===== config.mk =====
export PLATFORM = sky130hd
export DESIGN_NAME = usart_bus_arbiter_flat
export DESIGN_NICKNAME = d
export VERILOG_FILES = /design/src/rtl/usart_bus_arbiter_if.sv /design/src/rtl/usart_bus_arbiter.sv /design/src/flat_wrapper.sv
export SDC_FILE = /design/constraint.sdc
export NUM_CORES = 1
export LEC_CHECK = 0
export BUFFER_PORTS_ARGS = -buffer_cell sky130_fd_sc_hd__buf_2
export CORE_ASPECT_RATIO = 0.8
export CORE_MARGIN = 1.5
export CORE_UTILIZATION = 25
export DETAILED_ROUTE_END_ITERATION = 12
export GPL_TIMING_DRIVEN = 0
export PLACE_DENSITY = 0.58
export SKIP_LAST_GASP = 1
export SLEW_MARGIN = 20
export SYNTH_ARGS = -nofsm -noshare
export SYNTH_HDL_FRONTEND = slang
export SYNTH_SLANG_ARGS = --single-unit

===== constraint.sdc =====
create_clock -name clk -period 4.45 [get_ports clk]
set_input_delay 0.89 -clock clk [delete_from_list [all_inputs] [get_ports clk]]
set_output_delay 0.89 -clock clk [all_outputs]
set_load 0.05 [all_outputs]

===== src/rtl/usart_bus_arbiter_if.sv =====
// Bus bundle between the two requesters, the arbiter and the USART register port.
// The arbiter takes the master modport because it masters the USART register bus.
interface usart_bus_arbiter_if #(
    parameter int ADDR_W = 4,
    parameter int DATA_W = 8
);
  logic              m0_req;
  logic              m0_we;
  logic [ADDR_W-1:0] m0_addr;
  logic [DATA_W-1:0] m0_wdata;
  logic              m0_gnt;
  logic              m0_ack;
  logic              m0_err;
  logic [DATA_W-1:0] m0_rdata;

  logic              m1_req;
  logic              m1_we;
  logic [ADDR_W-1:0] m1_addr;
  logic [DATA_W-1:0] m1_wdata;
  logic              m1_gnt;
  logic              m1_ack;
  logic              m1_err;
  logic [DATA_W-1:0] m1_rdata;

  logic              s_sel;
  logic              s_we;
  logic [ADDR_W-1:0] s_addr;
  logic [DATA_W-1:0] s_wdata;
  logic [DATA_W-1:0] s_rdata;
  logic              s_ready;

  modport master (
    input  m0_req, m0_we, m0_addr, m0_wdata,
    input  m1_req, m1_we, m1_addr, m1_wdata,
    input  s_rdata, s_ready,
    output m0_gnt, m0_ack, m0_err, m0_rdata,
    output m1_gnt, m1_ack, m1_err, m1_rdata,
    output s_sel, s_we, s_addr, s_wdata
  );

  modport slave (
    output m0_req, m0_we, m0_addr, m0_wdata,
    output m1_req, m1_we, m1_addr, m1_wdata,
    output s_rdata, s_ready,
    input  m0_gnt, m0_ack, m0_err, m0_rdata,
    input  m1_gnt, m1_ack, m1_err, m1_rdata,
    input  s_sel, s_we, s_addr, s_wdata
  );
endinterface


===== src/rtl/usart_bus_arbiter.sv =====
// Round-robin two-master arbiter/sequencer for the USART register port; gnt+s_sel on the sampling edge,
// ack on the edge s_ready (or timeout) is seen. Requests wait while an access is in flight.
module usart_bus_arbiter #(
    parameter int ADDR_W  = 4,
    parameter int DATA_W  = 8,
    parameter int TIMEOUT = 15
) (
    input logic               clk,
    input logic               rst,
    usart_bus_arbiter_if.master bus
);
  typedef enum logic [1:0] {IDLE, ACCESS, RESP} state_t;

  localparam logic [7:0] TMO = 8'(TIMEOUT);

  state_t            state;
  logic [7:0]        cnt;
  logic              last_grant;
  logic              owner;
  logic              win;
  logic              win_we;
  logic [ADDR_W-1:0] win_addr;
  logic [DATA_W-1:0] win_wdata;
  logic [DATA_W-1:0] rsp_data;

  always_comb begin
    win       = (bus.m0_req && bus.m1_req) ? ~last_grant : bus.m1_req;
    win_we    = win ? bus.m1_we    : bus.m0_we;
    win_addr  = win ? bus.m1_addr  : bus.m0_addr;
    win_wdata = win ? bus.m1_wdata : bus.m0_wdata;
    // Writes return zero data regardless of what the USART drives.
    rsp_data  = bus.s_we ? '0 : bus.s_rdata;
  end

  always_ff @(posedge clk) begin
    if (rst) begin
      state        <= IDLE;
      cnt          <= '0;
      last_grant   <= 1'b1;
      owner        <= 1'b0;
      bus.m0_gnt   <= 1'b0;
      bus.m0_ack   <= 1'b0;
      bus.m0_err   <= 1'b0;
      bus.m0_rdata <= '0;
      bus.m1_gnt   <= 1'b0;
      bus.m1_ack   <= 1'b0;
      bus.m1_err   <= 1'b0;
      bus.m1_rdata <= '0;
      bus.s_sel    <= 1'b0;
      bus.s_we     <= 1'b0;
      bus.s_addr   <= '0;
      bus.s_wdata  <= '0;
    end else begin
      bus.m0_gnt <= 1'b0;
      bus.m1_gnt <= 1'b0;
      bus.m0_ack <= 1'b0;
      bus.m1_ack <= 1'b0;
      case (state)
        IDLE: begin
          if (bus.m0_req || bus.m1_req) begin
            state       <= ACCESS;
            owner       <= win;
            bus.m0_gnt  <= ~win;
            bus.m1_gnt  <= win;
            bus.s_sel   <= 1'b1;
            bus.s_we    <= win_we;
            bus.s_addr  <= win_addr;
            bus.s_wdata <= win_wdata;
            cnt         <= '0;
          end
        end
        ACCESS: begin
          // s_ready is checked first so a response on the timeout cycle still succeeds.
          if (bus.s_ready) begin
            state     <= RESP;
            bus.s_sel <= 1'b0;
            if (owner) begin
              bus.m1_ack   <= 1'b1;
              bus.m1_err   <= 1'b0;
              bus.m1_rdata <= rsp_data;
            end else begin
              bus.m0_ack   <= 1'b1;
              bus.m0_err   <= 1'b0;
              bus.m0_rdata <= rsp_data;
            end
          end else if (cnt == TMO) begin
            state     <= RESP;
            bus.s_sel <= 1'b0;
            if (owner) begin
              bus.m1_ack   <= 1'b1;
              bus.m1_err   <= 1'b1;
              bus.m1_rdata <= '0;
            end else begin
              bus.m0_ack   <= 1'b1;
              bus.m0_err   <= 1'b1;
              bus.m0_rdata <= '0;
            end
          end else begin
            cnt <= cnt + 8'd1;
          end
        end
        RESP: begin
          last_grant <= owner;
          state      <= IDLE;
        end
        default: state <= IDLE;
      endcase
    end
  end
endmodule


===== src/flat_wrapper.sv =====
// flat-port wrapper written by rule: the top's interface ports become plain ports
module usart_bus_arbiter_flat 
#(
    parameter int ADDR_W  = 4,
    parameter int DATA_W  = 8,
    parameter int TIMEOUT = 15
)
  (clk, rst, bus_m0_req, bus_m0_we, bus_m0_addr, bus_m0_wdata, bus_m1_req, bus_m1_we, bus_m1_addr, bus_m1_wdata, bus_s_rdata, bus_s_ready, bus_m0_gnt, bus_m0_ack, bus_m0_err, bus_m0_rdata, bus_m1_gnt, bus_m1_ack, bus_m1_err, bus_m1_rdata, bus_s_sel, bus_s_we, bus_s_addr, bus_s_wdata);
  usart_bus_arbiter_if #(.ADDR_W(ADDR_W), .DATA_W(DATA_W)) bus_i ();
  input logic clk;
  input logic rst;
  input wire logic [$bits(bus_i.m0_req)-1:0] bus_m0_req;
  input wire logic [$bits(bus_i.m0_we)-1:0] bus_m0_we;
  input wire logic [$bits(bus_i.m0_addr)-1:0] bus_m0_addr;
  input wire logic [$bits(bus_i.m0_wdata)-1:0] bus_m0_wdata;
  input wire logic [$bits(bus_i.m1_req)-1:0] bus_m1_req;
  input wire logic [$bits(bus_i.m1_we)-1:0] bus_m1_we;
  input wire logic [$bits(bus_i.m1_addr)-1:0] bus_m1_addr;
  input wire logic [$bits(bus_i.m1_wdata)-1:0] bus_m1_wdata;
  input wire logic [$bits(bus_i.s_rdata)-1:0] bus_s_rdata;
  input wire logic [$bits(bus_i.s_ready)-1:0] bus_s_ready;
  output wire logic [$bits(bus_i.m0_gnt)-1:0] bus_m0_gnt;
  output wire logic [$bits(bus_i.m0_ack)-1:0] bus_m0_ack;
  output wire logic [$bits(bus_i.m0_err)-1:0] bus_m0_err;
  output wire logic [$bits(bus_i.m0_rdata)-1:0] bus_m0_rdata;
  output wire logic [$bits(bus_i.m1_gnt)-1:0] bus_m1_gnt;
  output wire logic [$bits(bus_i.m1_ack)-1:0] bus_m1_ack;
  output wire logic [$bits(bus_i.m1_err)-1:0] bus_m1_err;
  output wire logic [$bits(bus_i.m1_rdata)-1:0] bus_m1_rdata;
  output wire logic [$bits(bus_i.s_sel)-1:0] bus_s_sel;
  output wire logic [$bits(bus_i.s_we)-1:0] bus_s_we;
  output wire logic [$bits(bus_i.s_addr)-1:0] bus_s_addr;
  output wire logic [$bits(bus_i.s_wdata)-1:0] bus_s_wdata;
  assign bus_i.m0_req = bus_m0_req;
  assign bus_i.m0_we = bus_m0_we;
  assign bus_i.m0_addr = bus_m0_addr;
  assign bus_i.m0_wdata = bus_m0_wdata;
  assign bus_i.m1_req = bus_m1_req;
  assign bus_i.m1_we = bus_m1_we;
  assign bus_i.m1_addr = bus_m1_addr;
  assign bus_i.m1_wdata = bus_m1_wdata;
  assign bus_i.s_rdata = bus_s_rdata;
  assign bus_i.s_ready = bus_s_ready;
  assign bus_m0_gnt = bus_i.m0_gnt;
  assign bus_m0_ack = bus_i.m0_ack;
  assign bus_m0_err = bus_i.m0_err;
  assign bus_m0_rdata = bus_i.m0_rdata;
  assign bus_m1_gnt = bus_i.m1_gnt;
  assign bus_m1_ack = bus_i.m1_ack;
  assign bus_m1_err = bus_i.m1_err;
  assign bus_m1_rdata = bus_i.m1_rdata;
  assign bus_s_sel = bus_i.s_sel;
  assign bus_s_we = bus_i.s_we;
  assign bus_s_addr = bus_i.s_addr;
  assign bus_s_wdata = bus_i.s_wdata;
  usart_bus_arbiter #(.ADDR_W(ADDR_W), .DATA_W(DATA_W), .TIMEOUT(TIMEOUT)) u_core (.clk(clk), .rst(rst), .bus(bus_i));
endmodule

==> results.py, run 1 <==
metrics = {
    "clock_tree": {
        "cts.sinks": 48,
        "hold_buffers": 0,
        "clkTransAtPathRegs_ns": 0.10,
        "htree_levels": 2,
        "cts_resized": 0,
        "post_cts_buffers": 0,
        "cts_tree": "built",
        "cts_buffers": 5,
        "root_buffer": "clkbuf_8",
        "clk_latency_ns": 0.31,
        "clk_path_buf_depth": 2,
    },
    "sta": {
        "slew_headroom": 0.395,
        "final.setup.worst_slack_ns": 2.36,
        "fin_tns_setup_ns": 0,
        "rsz0062_at_grt": "no",
        "worst_pin_slew_ns": 0.900,
        "min_period_ns": 2.09,
        "max_freq_mhz": 478,
        "holdWs_ns": 0.472,
        "drv_slew": 0,
        "setup_viol": 0,
        "hold_violations": 0,
        "fin_crit_sh": 0.470,
        "clock-skew-final_ns": 0.00887,
    },
    "job": {
        "cap_violations": 0,
    },
    "setup_path": {
        "worstPathArrival_ns": 2.30,
        "crit_chain": "ha_1 -> and3_1 -> clkbuf_1 -> a21oi_1 -> o31a_1 -> a32o_1",
        "r2r_cells": 6,
        "reg2reg_slack_ns": 2.36,
        "cp_slowest_cell": "dfxtp_1",
        "worst_path_largest_cell_delay_ns": 0.46,
        "required_ns": 4.66,
        "timing.rr.end": "u_core.bus.m0_rdata[6]$_SDFFE_PP0P_",
        "end_kind": "register",
        "r2r-start": "u_core.cnt[0]$_SDFFE_PP0P_",
        "critical_path_class": "register to register",
        "crit_path_max_fanout": 8,
        "start_kind": "register",
    },
    "global_routing": {
        "grt_max_degree": 17,
        "track_usage": 0.134,
        "overflow": 0,
        "antenna_found_initial": 0,
        "grt_first_pass_wirelength_mm": 9.07,
        "first_global_vias": 1914,
    },
    "logic_synthesis": {
        "synth_area_per_cell_sq_um": 9.41,
        "ys_warn_count": 0,
        "syn_inst": 214,
        "netlist_top_cells_area": "dfxtp_1 48%, mux2i_1 6.5%, a211oi_1 6.3%",
        "ys_types": 41,
        "synth.ff_latch_count": 48,
        "yosysSeqAreaShare": 0.477,
        "synth_top_area_share": 0.477,
        "synth_nets": 254,
        "netlist_area_sq_um": 2010,
        "synth_top_area_cell": "dfxtp_1",
    },
    "cells_and_area": {
        "synthToLayoutAreaGrowth_pct": 30.9,
        "fin_nets": 335,
        "antennaDiodeCount": 0,
        "finalNonFillerCells": 404,
        "drive_gt1_frac": 0.321,
    },
    "detailed_routing": {
        "routed_wl_mm": 5.45,
        "wl_per_cell_microns": 13.5,
        "initialDrtViolationCount": 153,
        "drt-pass1-iter-count": 4,
        "via_count": 1943,
        "antenna_left": 0,
        "vias_per_cell": 4.81,
        "drc": 0,
    },
    "power": {
        "powerDensity_nw_per_um2": 377,
        "ir_drop_v": 0.000150,
        "p_leak_nw": 1.10,
    },
    "die": {
        "fp.dieW_microns": 103,
        "die_area_sq_um": 8600,
        "fp-row-count": 29,
        "ioPinCount": 75,
        "die_h_microns": 83.3,
        "start_util": 0.256,
        "placeableCoreArea_sq_um": 7870,
    },
    "worst_hold_path": {
        "min_to": "u_core.bus.m0_rdata[4]$_SDFFE_PP0P_",
        "hold-path-cell-count": 1,
        "worstHoldPathType": "register to register",
        "hp-start": "u_core.bus.m0_rdata[4]$_SDFFE_PP0P_",
    },
    "placed_design": {
        "port_buffers": 74,
        "place_ws_ns": 2.02,
        "dp_hpwl_mm": 3.98,
        "gp_congestion": 0.830,
        "placedCellCount": 396,
    },
    "outcome": {
        "status": "complete, no violations",
    },
}
-- flip-flops by register name (all words and copies together) (netlist names), 2 cells and up --
register             count
u_core.bus.m0_rdata      8
u_core.bus.m1_rdata      8
u_core.bus.s_wdata       8
u_core.cnt               8
u_core.bus.s_addr        4
u_core.state             2
-- Yosys cell counts --
master	instances
o31a_1	1
nand2b_1	1
o211ai_1	1
o31ai_1	1
o32ai_1	1
buf_2	3
clkbuf_1	12
nor3_1	6
nor4_1	1
nor2_1	18
or3b_4	1
ha_1	1
a21oi_1	19
or4_1	1
a32o_1	8
nand3_1	15
inv_1	2
nor4_2	1
a21boi_0	1
and2b_1	1
a31o_2	1
nor4_4	1
or3_1	2
nand3b_1	1
buf_4	1
or2b_1	1
nor3_2	1
a21o_4	1
and3_1	3
mux2i_1	13
or3_2	1
nand2_1	6
a211o_1	1
o21ai_0	11
and4_1	1
a211oi_1	17
a21o_2	1
nand4_1	1
buf_6	1
a31oi_1	6
dfxtp_1	48
-- how the worst max path moves through the flow --
| stage | start | slack [ns] | cells past startpoint | to |
|---|---|---|---|---|
| final | u_core.cnt[0]$_SDFFE_PP0P_ | 2.36 | 6 | u_core.bus.m0_rdata[6]$_SDFFE_PP0P_ |
| after global routing | bus_m0_req | 2.13 | 6 | u_core.bus.s_wdata[2]$_SDFFE_PP0P_ |
| after global placement | bus_m1_req | 2.06 | 6 | u_core.bus.s_wdata[6]$_SDFFE_PP0P_ |
| after floorplan | bus_s_ready | 2.41 | 4 | u_core.cnt[7]$_SDFFE_PP0P_ |
| after CTS | u_core.cnt[0]$_SDFFE_PP0P_ | 2.35 | 7 | u_core.bus.m1_rdata[0]$_SDFFE_PP0P_ |
| after detailed placement | bus_m1_req | 2.02 | 6 | u_core.bus.s_wdata[5]$_SDFFE_PP0P_ |
-- per-stage QoR --
step	area [sq um]	power [W]	util
2_1_floorplan	2010	0.000620	-
3_3_place_gp	2520	0.000681	0.320
3_5_place_dp	2520	0.000682	0.320
4_1_cts	2640	0.00100	0.335
5_1_grt	2640	0.00105	0.335
6_report	2640	0.000994	0.335
-- final cells by class --
cell class	instances	area (sq um)
fill	846	5240
multi-input combinational	147	966
sequential	48	961
timing repair buffer	74	370
tap	108	135
buffer	17	78.8
clock buffer	5	68.8
clock inverter	3	47.5
inverter	2	7.51
-- critical path, delay by kind of cell (launching register included) --
| family | cells | cell delay, ns |
|---|---|---|
| compound gates | 3 | 0.83 |
| fa+ha+maj | 1 | 0.26 |
| buf+inv | 1 | 0.27 |
| flops | 1 | 0.46 |
| simple gates | 1 | 0.17 |
-- kinds of logic after synthesis --
kind of cell | after synthesis | synth area share
multiplexers | 13 | 0.0646
buffers and inverters | 19 | 0.0429
flip-flops | 48 | 0.477
AO/OA/AOI/OAI | 70 | 0.237
adder cells (fa/ha/maj) | 1 | 0.00621
AND/OR/NAND/NOR | 63 | 0.172
-- cell usage in the layout (no fill, tap or decap), drive strengths merged, types with 2 or more instances in the layout --
cell,netlist,final
a211oi,17,17
inv,2,2
and3,3,3
a31oi,6,6
buf,5,79
dfxtp,48,48
a32o,8,8
o21ai,11,11
a21o,2,2
or3,3,3
mux2i,13,13
nor4,3,3
clkbuf,12,17
a21oi,19,19
nand3,15,15
nand2,6,6
nor2,18,18
clkinv,0,2
nor3,7,7
-- routing by layer --
layer,part of all wire,global-route usage,routed length [microns]
met3,0.073,0.0396,396
met5,0,0,0
met2,0.43,0.202,2360
met1,0.48,0.185,2600
met4,0.017,0.0418,94
-- report_power, final --
part           total (W)  internal [W]  switching (W)  leakage [nW]
clock network   0.000322      0.000169       0.000153        0.0583
registers       0.000464      0.000452      0.0000124         0.392
logic           0.000207     0.0000614       0.000146         0.653
total           0.000994      0.000683       0.000311          1.10
No activity file was read; power rests on OpenSTA's default activity.
==> inputs of run 2 (changes only) <==
- clock period: 4.45 -> 2.15 ns (I/O delays scaled with it)
==> run 2 against run 1 <==
Effect of this change: hold slack lost 0.097 ns; count of clock-buffer cells in the layout is the same; flip-flop and latch count is the same; fmax grew 4.9%; routed wire length shrank 0.17%; largest power group unchanged.
==> results.py, run 2 (same netlist as run 1, synthesis figures left out) <==
metrics = {
    "power": {
        "power.internal_w": 0.00141,
        "p_leak_nw": 1.10,
        "p_switching_w": 0.000642,
        "netSwitchingFraction": 0.312,
        "ir_drop_v": 0.000311,
        "powerDensity_nw_per_um2": 781,
        "combPwrFrac": 0.209,
        "totalPowerFinal_w": 0.00206,
        "p_clk_frac": 0.324,
        "pwr-share-seq": 0.468,
    },
    "worst_hold_path": {
        "worstHoldPathType": "primary input to register",
        "hold-path-cell-count": 2,
        "hp-start": "bus_s_rdata[6]",
    },
    "cells_and_area": {
        "fin_nets": 334,
        "antennaDiodeCount": 0,
        "final_cell_mix": "77 x buf_2, 48 x dfxtp_1, 19 x a21oi_1",
        "final_util": 0.334,
        "drive_gt1_frac": 0.325,
        "final_common_cell": "buf_2",
        "synthToLayoutAreaGrowth_pct": 30.8,
    },
    "setup_path": {
        "required_ns": 2.38,
        "critical_path_class": "register to register",
        "worstPathArrival_ns": 2.23,
        "end_kind": "register",
        "worst_path_largest_cell_delay_ns": 0.62,
        "path_depth": 5,
        "critPathTopFamily": "simple AND/OR/NAND/NOR gates",
        "crit_path_max_fanout": 10,
        "r2r_cells": 5,
        "start_kind": "register",
        "worst-path-buf-inv": 1,
        "r2r-start": "u_core.owner$_SDFFE_PP0P_",
        "crit_chain": "clkbuf_1 -> nand3b_1 -> nor2_1 -> nand3_1 -> a21oi_1",
        "crit_start": "u_core.owner$_SDFFE_PP0P_",
        "cp_slowest_cell": "nor2_1",
    },
    "die": {
        "start_util": 0.256,
        "placeableCoreArea_sq_um": 7870,
        "fp-row-count": 29,
        "die_h_microns": 83.3,
        "ioPinCount": 75,
        "fp.dieW_microns": 103,
        "die_area_sq_um": 8600,
    },
    "detailed_routing": {
        "antenna_left": 0,
        "routed_wl_mm": 5.44,
        "initialDrtViolationCount": 161,
        "via_count": 1945,
        "drc": 0,
        "wl_per_cell_microns": 13.5,
        "drt-pass1-iter-count": 4,
        "vias_per_cell": 4.83,
    },
    "sta": {
        "worst_pin_slew_ns": 0.893,
        "rsz0062_at_grt": "yes",
        "max_freq_mhz": 502,
        "slew_headroom": 0.400,
        "drv_slew": 0,
        "clock-skew-final_ns": 0.0109,
        "hold_violations": 0,
        "fin_crit_sh": 0.927,
        "min_period_ns": 1.99,
        "setup_viol": 0,
        "holdWs_ns": 0.375,
    },
    "clock_tree": {
        "clk_latency_ns": 0.31,
        "clk_path_buf_depth": 2,
        "root_buffer": "clkbuf_8",
        "cts_tree": "built",
        "htree_levels": 2,
        "post_cts_buffers": 0,
        "clkTransAtPathRegs_ns": 0.10,
        "cts_buffers": 5,
        "hold_buffers": 0,
        "cts.sinks": 48,
    },
    "job": {
        "cap_violations": 0,
    },
    "outcome": {
        "status": "complete, no violations",
    },
    "global_routing": {
        "track_usage": 0.134,
        "grt_max_degree": 17,
        "overflow": 0,
        "first_global_vias": 1914,
        "antenna_found_initial": 0,
        "grt_first_pass_wirelength_mm": 9.07,
    },
    "placed_design": {
        "gp_congestion": 0.830,
        "port_buffers": 74,
        "dp_hpwl_mm": 3.98,
    },
}
run 2: changes by cell type in the layout (fill, tap and decap cells not counted):
| cell | before | now |
|---|---|---|
| clkbuf_2 | 0 | 1 |
| clkbuf_1 | 12 | 10 |
run 2: per-layer routing:
metal,vias up,track usage,part of all wire
met5,-,0,0
met4,0,0.0418,0.017
met3,10,0.0396,0.085
met2,68,0.202,0.44
met1,903,0.185,0.46
li1,964,-,-
run 2: power by group through the flow:
stage,Clock (W),Combinational [W],Sequential (W)
after floorplan,0,0.000162,0.00112
after global placement,0,0.000429,0.000981
after detailed placement,0,0.000431,0.000981
after CTS,0.000683,0.000431,0.000962
after global routing,0.000730,0.000466,0.000967
final,0.000666,0.000429,0.000961
run 2: final cells by class:
cell class	instances	area (sq um)
sequential	48	961
timing repair buffer	74	370
buffer	16	76.3
clock buffer	5	68.8
clock inverter	3	47.5
fill	845	5240
inverter	2	7.51
tap	108	135
multi-input combinational	147	966
run 2: worst paths after layout:
kind                                                             to  slack [ns]
worst max-delay path            u_core.bus.m1_rdata[1]$_SDFFE_PP0P_        0.16
worst min-delay path            u_core.bus.m0_rdata[6]$_SDFFE_PP0P_        0.38
worst max register to register  u_core.bus.m1_rdata[1]$_SDFFE_PP0P_        0.16
worst min register to register  u_core.bus.m0_rdata[4]$_SDFFE_PP0P_        0.47
run 2: stage by stage:
stage,setup slack (ns),std cells,cell area [sq um],setup TNS (ns)
after floorplan,0.408,214,2010,0
after global placement,0.0748,396,2520,0
after detailed placement,0.0744,396,2520,0
after CTS,0.0462,404,2640,0
after global routing,-0.0188,403,2630,-0.0188
final,0.157,403,2630,0
run 2: timing repair:
action                                 CTS  global route
endpoints found under the hold margin    0             0
resized for setup                        0             2
setup endpoints to repair                0            15
==> inputs of run 3 (changes only) <==
- ABC_AREA: default -> 1
- PLACE_DENSITY: 0.58 -> 0.57
==> run 3 against run 2 <==
Effect of this change: critical path depth is 3 higher; total power about the same; via count rose by 14%; routed wire length increased by 7.1%; die area grew 10%; critical endpoint is now u_core.bus.m0_rdata[0]$_SDFFE_PP0P_; count of clock-buffer cells in the layout up 2; synthesized cell count increased by 54%; non-clock buffer count decreased by 2; setup slack better by 0.43 ns.
==> results.py, run 3 <==
metrics = {
    "detailed_routing": {
        "antenna_left": 0,
        "initialDrtViolationCount": 125,
        "via_count": 2227,
        "drt-pass1-iter-count": 4,
        "drc": 0,
        "vias_per_cell": 4.26,
        "routed_wl_mm": 5.83,
        "wl_per_cell_microns": 11.1,
    },
    "setup_path": {
        "worst_path_largest_cell_delay_ns": 0.38,
        "crit_path_max_fanout": 10,
        "cp_slowest_cell": "dfxtp_1",
        "r2r-start": "u_core.cnt[0]$_SDFFE_PP0P_",
        "critPathTopFamily": "flip-flops",
        "worstPathArrival_ns": 1.78,
        "reg2reg_slack_ns": 0.58,
        "start_kind": "register",
        "crit_chain": "ha_1 -> nand3_2 -> o21bai_2 -> buf_6 -> buf_4 -> nand4_1 -> nand2_1 -> nor2_1",
        "worst-path-buf-inv": 2,
        "r2r_cells": 8,
        "path_depth": 8,
        "required_ns": 2.36,
        "timing.rr.end": "u_core.bus.m0_rdata[0]$_SDFFE_PP0P_",
        "end_kind": "register",
        "critical_path_class": "register to register",
    },
    "cells_and_area": {
        "postLayoutCellArea_sq_um": 2830,
        "synthToLayoutAreaGrowth_pct": 27.2,
        "fin_nets": 450,
        "antennaDiodeCount": 0,
        "final_common_cell": "nand2_1",
        "fill_cells": 972,
        "drive_gt1_frac": 0.231,
        "final_cell_mix": "103 x nand2_1, 80 x buf_2, 51 x inv_1",
    },
    "die": {
        "fp.dieW_microns": 108,
        "ioPinCount": 75,
        "placeableCoreArea_sq_um": 8560,
        "fp-row-count": 30,
        "die_area_sq_um": 9470,
        "die_h_microns": 87.3,
        "start_util": 0.260,
    },
    "clock_tree": {
        "clk_latency_ns": 0.30,
        "clkTransAtPathRegs_ns": 0.09,
        "post_cts_buffers": 0,
        "root_buffer": "clkbuf_8",
        "cts_tree": "built",
        "cts.sinks": 48,
        "clk_path_buf_depth": 2,
        "hold_buffers": 0,
        "cts_buffers": 5,
        "cts_resized": 0,
        "htree_levels": 2,
    },
    "power": {
        "p_leak_nw": 1.42,
        "ir_drop_v": 0.000391,
        "powerDensity_nw_per_um2": 728,
    },
    "sta": {
        "fin_crit_sh": 0.729,
        "fin_tns_setup_ns": 0,
        "drv_slew": 0,
        "min_period_ns": 1.57,
        "max_freq_mhz": 638,
        "hold_violations": 0,
        "slew_headroom": 0.625,
        "worst_pin_slew_ns": 0.561,
        "rsz0062_at_grt": "no",
        "clock-skew-final_ns": 0.0118,
        "setup_viol": 0,
    },
    "global_routing": {
        "overflow": 0,
        "grt_max_degree": 15,
        "antenna_found_initial": 0,
        "first_global_vias": 2163,
        "track_usage": 0.129,
        "grt_first_pass_wirelength_mm": 9.75,
    },
    "logic_synthesis": {
        "synth_top_area_cell": "dfxtp_1",
        "yosysSeqAreaShare": 0.432,
        "synthFlopType": "dfxtp_1",
        "netlist_top_cells_area": "dfxtp_1 43%, nand2_1 17%, inv_1 8.6%",
        "ys_warn_count": 0,
        "async_flop_share": 0,
        "synth.ff_latch_count": 48,
        "netlist_area_sq_um": 2220,
        "synth_area_per_cell_sq_um": 6.75,
        "synth.most_common_cell": "nand2_1",
        "synth_nets": 369,
        "ys_types": 24,
        "syn_inst": 329,
        "synth_edf_count": 0,
        "synth_commonest_cells": "103 x nand2_1, 51 x inv_1, 48 x dfxtp_1, 39 x nor2_1, 20 x o21ai_0",
        "synth_top_area_share": 0.432,
    },
    "worst_hold_path": {
        "hp-start": "bus_m0_wdata[6]",
        "hold-path-cell-count": 3,
        "worstHoldPathType": "primary input to register",
        "min_to": "u_core.bus.s_wdata[6]$_SDFFE_PP0P_",
    },
    "placed_design": {
        "dp_hpwl_mm": 4.50,
        "gp_congestion": 0.802,
        "placed_area_sq_um": 2730,
        "port_buffers": 74,
    },
    "outcome": {
        "status": "complete, no violations",
    },
    "job": {
        "cap_violations": 0,
    },
}
==> run 3: per-layer routing <==
layer  GRT usage  wire, microns
met2       0.200           2360
met1       0.175           3010
met5           0              0
met4      0.0287             32
met3      0.0411            424
==> run 3: final cells by class <==
class                      instances  area (sq um)  share of cell area
tap                              112           140              0.0496
clock inverter                     1          7.51             0.00266
inverter                          52           195              0.0691
multi-input combinational        215           991               0.351
buffer                            14          75.1              0.0266
timing repair buffer              74           370               0.131
clock buffer                       7          86.3              0.0305
sequential                        48           961               0.340
==> run 3: per-stage QoR <==
stage / cells / power (W) / setup WS, ns / util / hold slack, ns
5_1_grt: 523 / 0.00218 / 0.408 / 0.330 / 0.374
3_3_place_gp: 515 / 0.00151 / 0.467 / 0.319 / 0.450
4_1_cts: 523 / 0.00209 / 0.578 / 0.330 / 0.371
6_report: 523 / 0.00206 / 0.582 / 0.330 / 0.380
2_1_floorplan: 329 / 0.00137 / 0.765 / - / 0.462
3_5_place_dp: 515 / 0.00151 / 0.450 / 0.319 / 0.452
==> run 3: tightest hold or removal path, cell delays in order <==
cell	delay, ns
buf_2	0.10
nand2_1	0.05
a31oi_1	0.07
==> run 3: logic make-up after synthesis <==
logic type / share of synthesized area
AND/OR/NAND/NOR: 0.327
buffers and inverters: 0.122
flip-flops: 0.432
AO/OA/AOI/OAI: 0.114
adder cells (fa/ha/maj): 0.00563
==> run 3: report_power, final <==
part	total, W	switching (W)	leakage (nW)	internal [W]
clock	0.000567	0.000305	0.0445	0.000262
combinational	0.000510	0.000372	0.983	0.000137
sequential	0.000981	0.0000333	0.393	0.000948
total	0.00206	0.000710	1.42	0.00135
==> run 3: worst max path at each step <==
stage                                          end                        from
2_1_floorplan  u_core.bus.m1_rdata[0]$_SDFFE_PP0P_  u_core.cnt[0]$_SDFFE_PP0P_
3_3_place_gp             u_core.owner$_SDFFE_PP0P_                  bus_m1_req
3_5_place_dp             u_core.owner$_SDFFE_PP0P_                  bus_m1_req
4_1_cts        u_core.bus.m0_rdata[0]$_SDFFE_PP0P_  u_core.cnt[0]$_SDFFE_PP0P_
5_1_grt        u_core.bus.m1_rdata[0]$_SDFFE_PP0P_  u_core.cnt[0]$_SDFFE_PP0P_
6_report       u_core.bus.m0_rdata[0]$_SDFFE_PP0P_  u_core.cnt[0]$_SDFFE_PP0P_
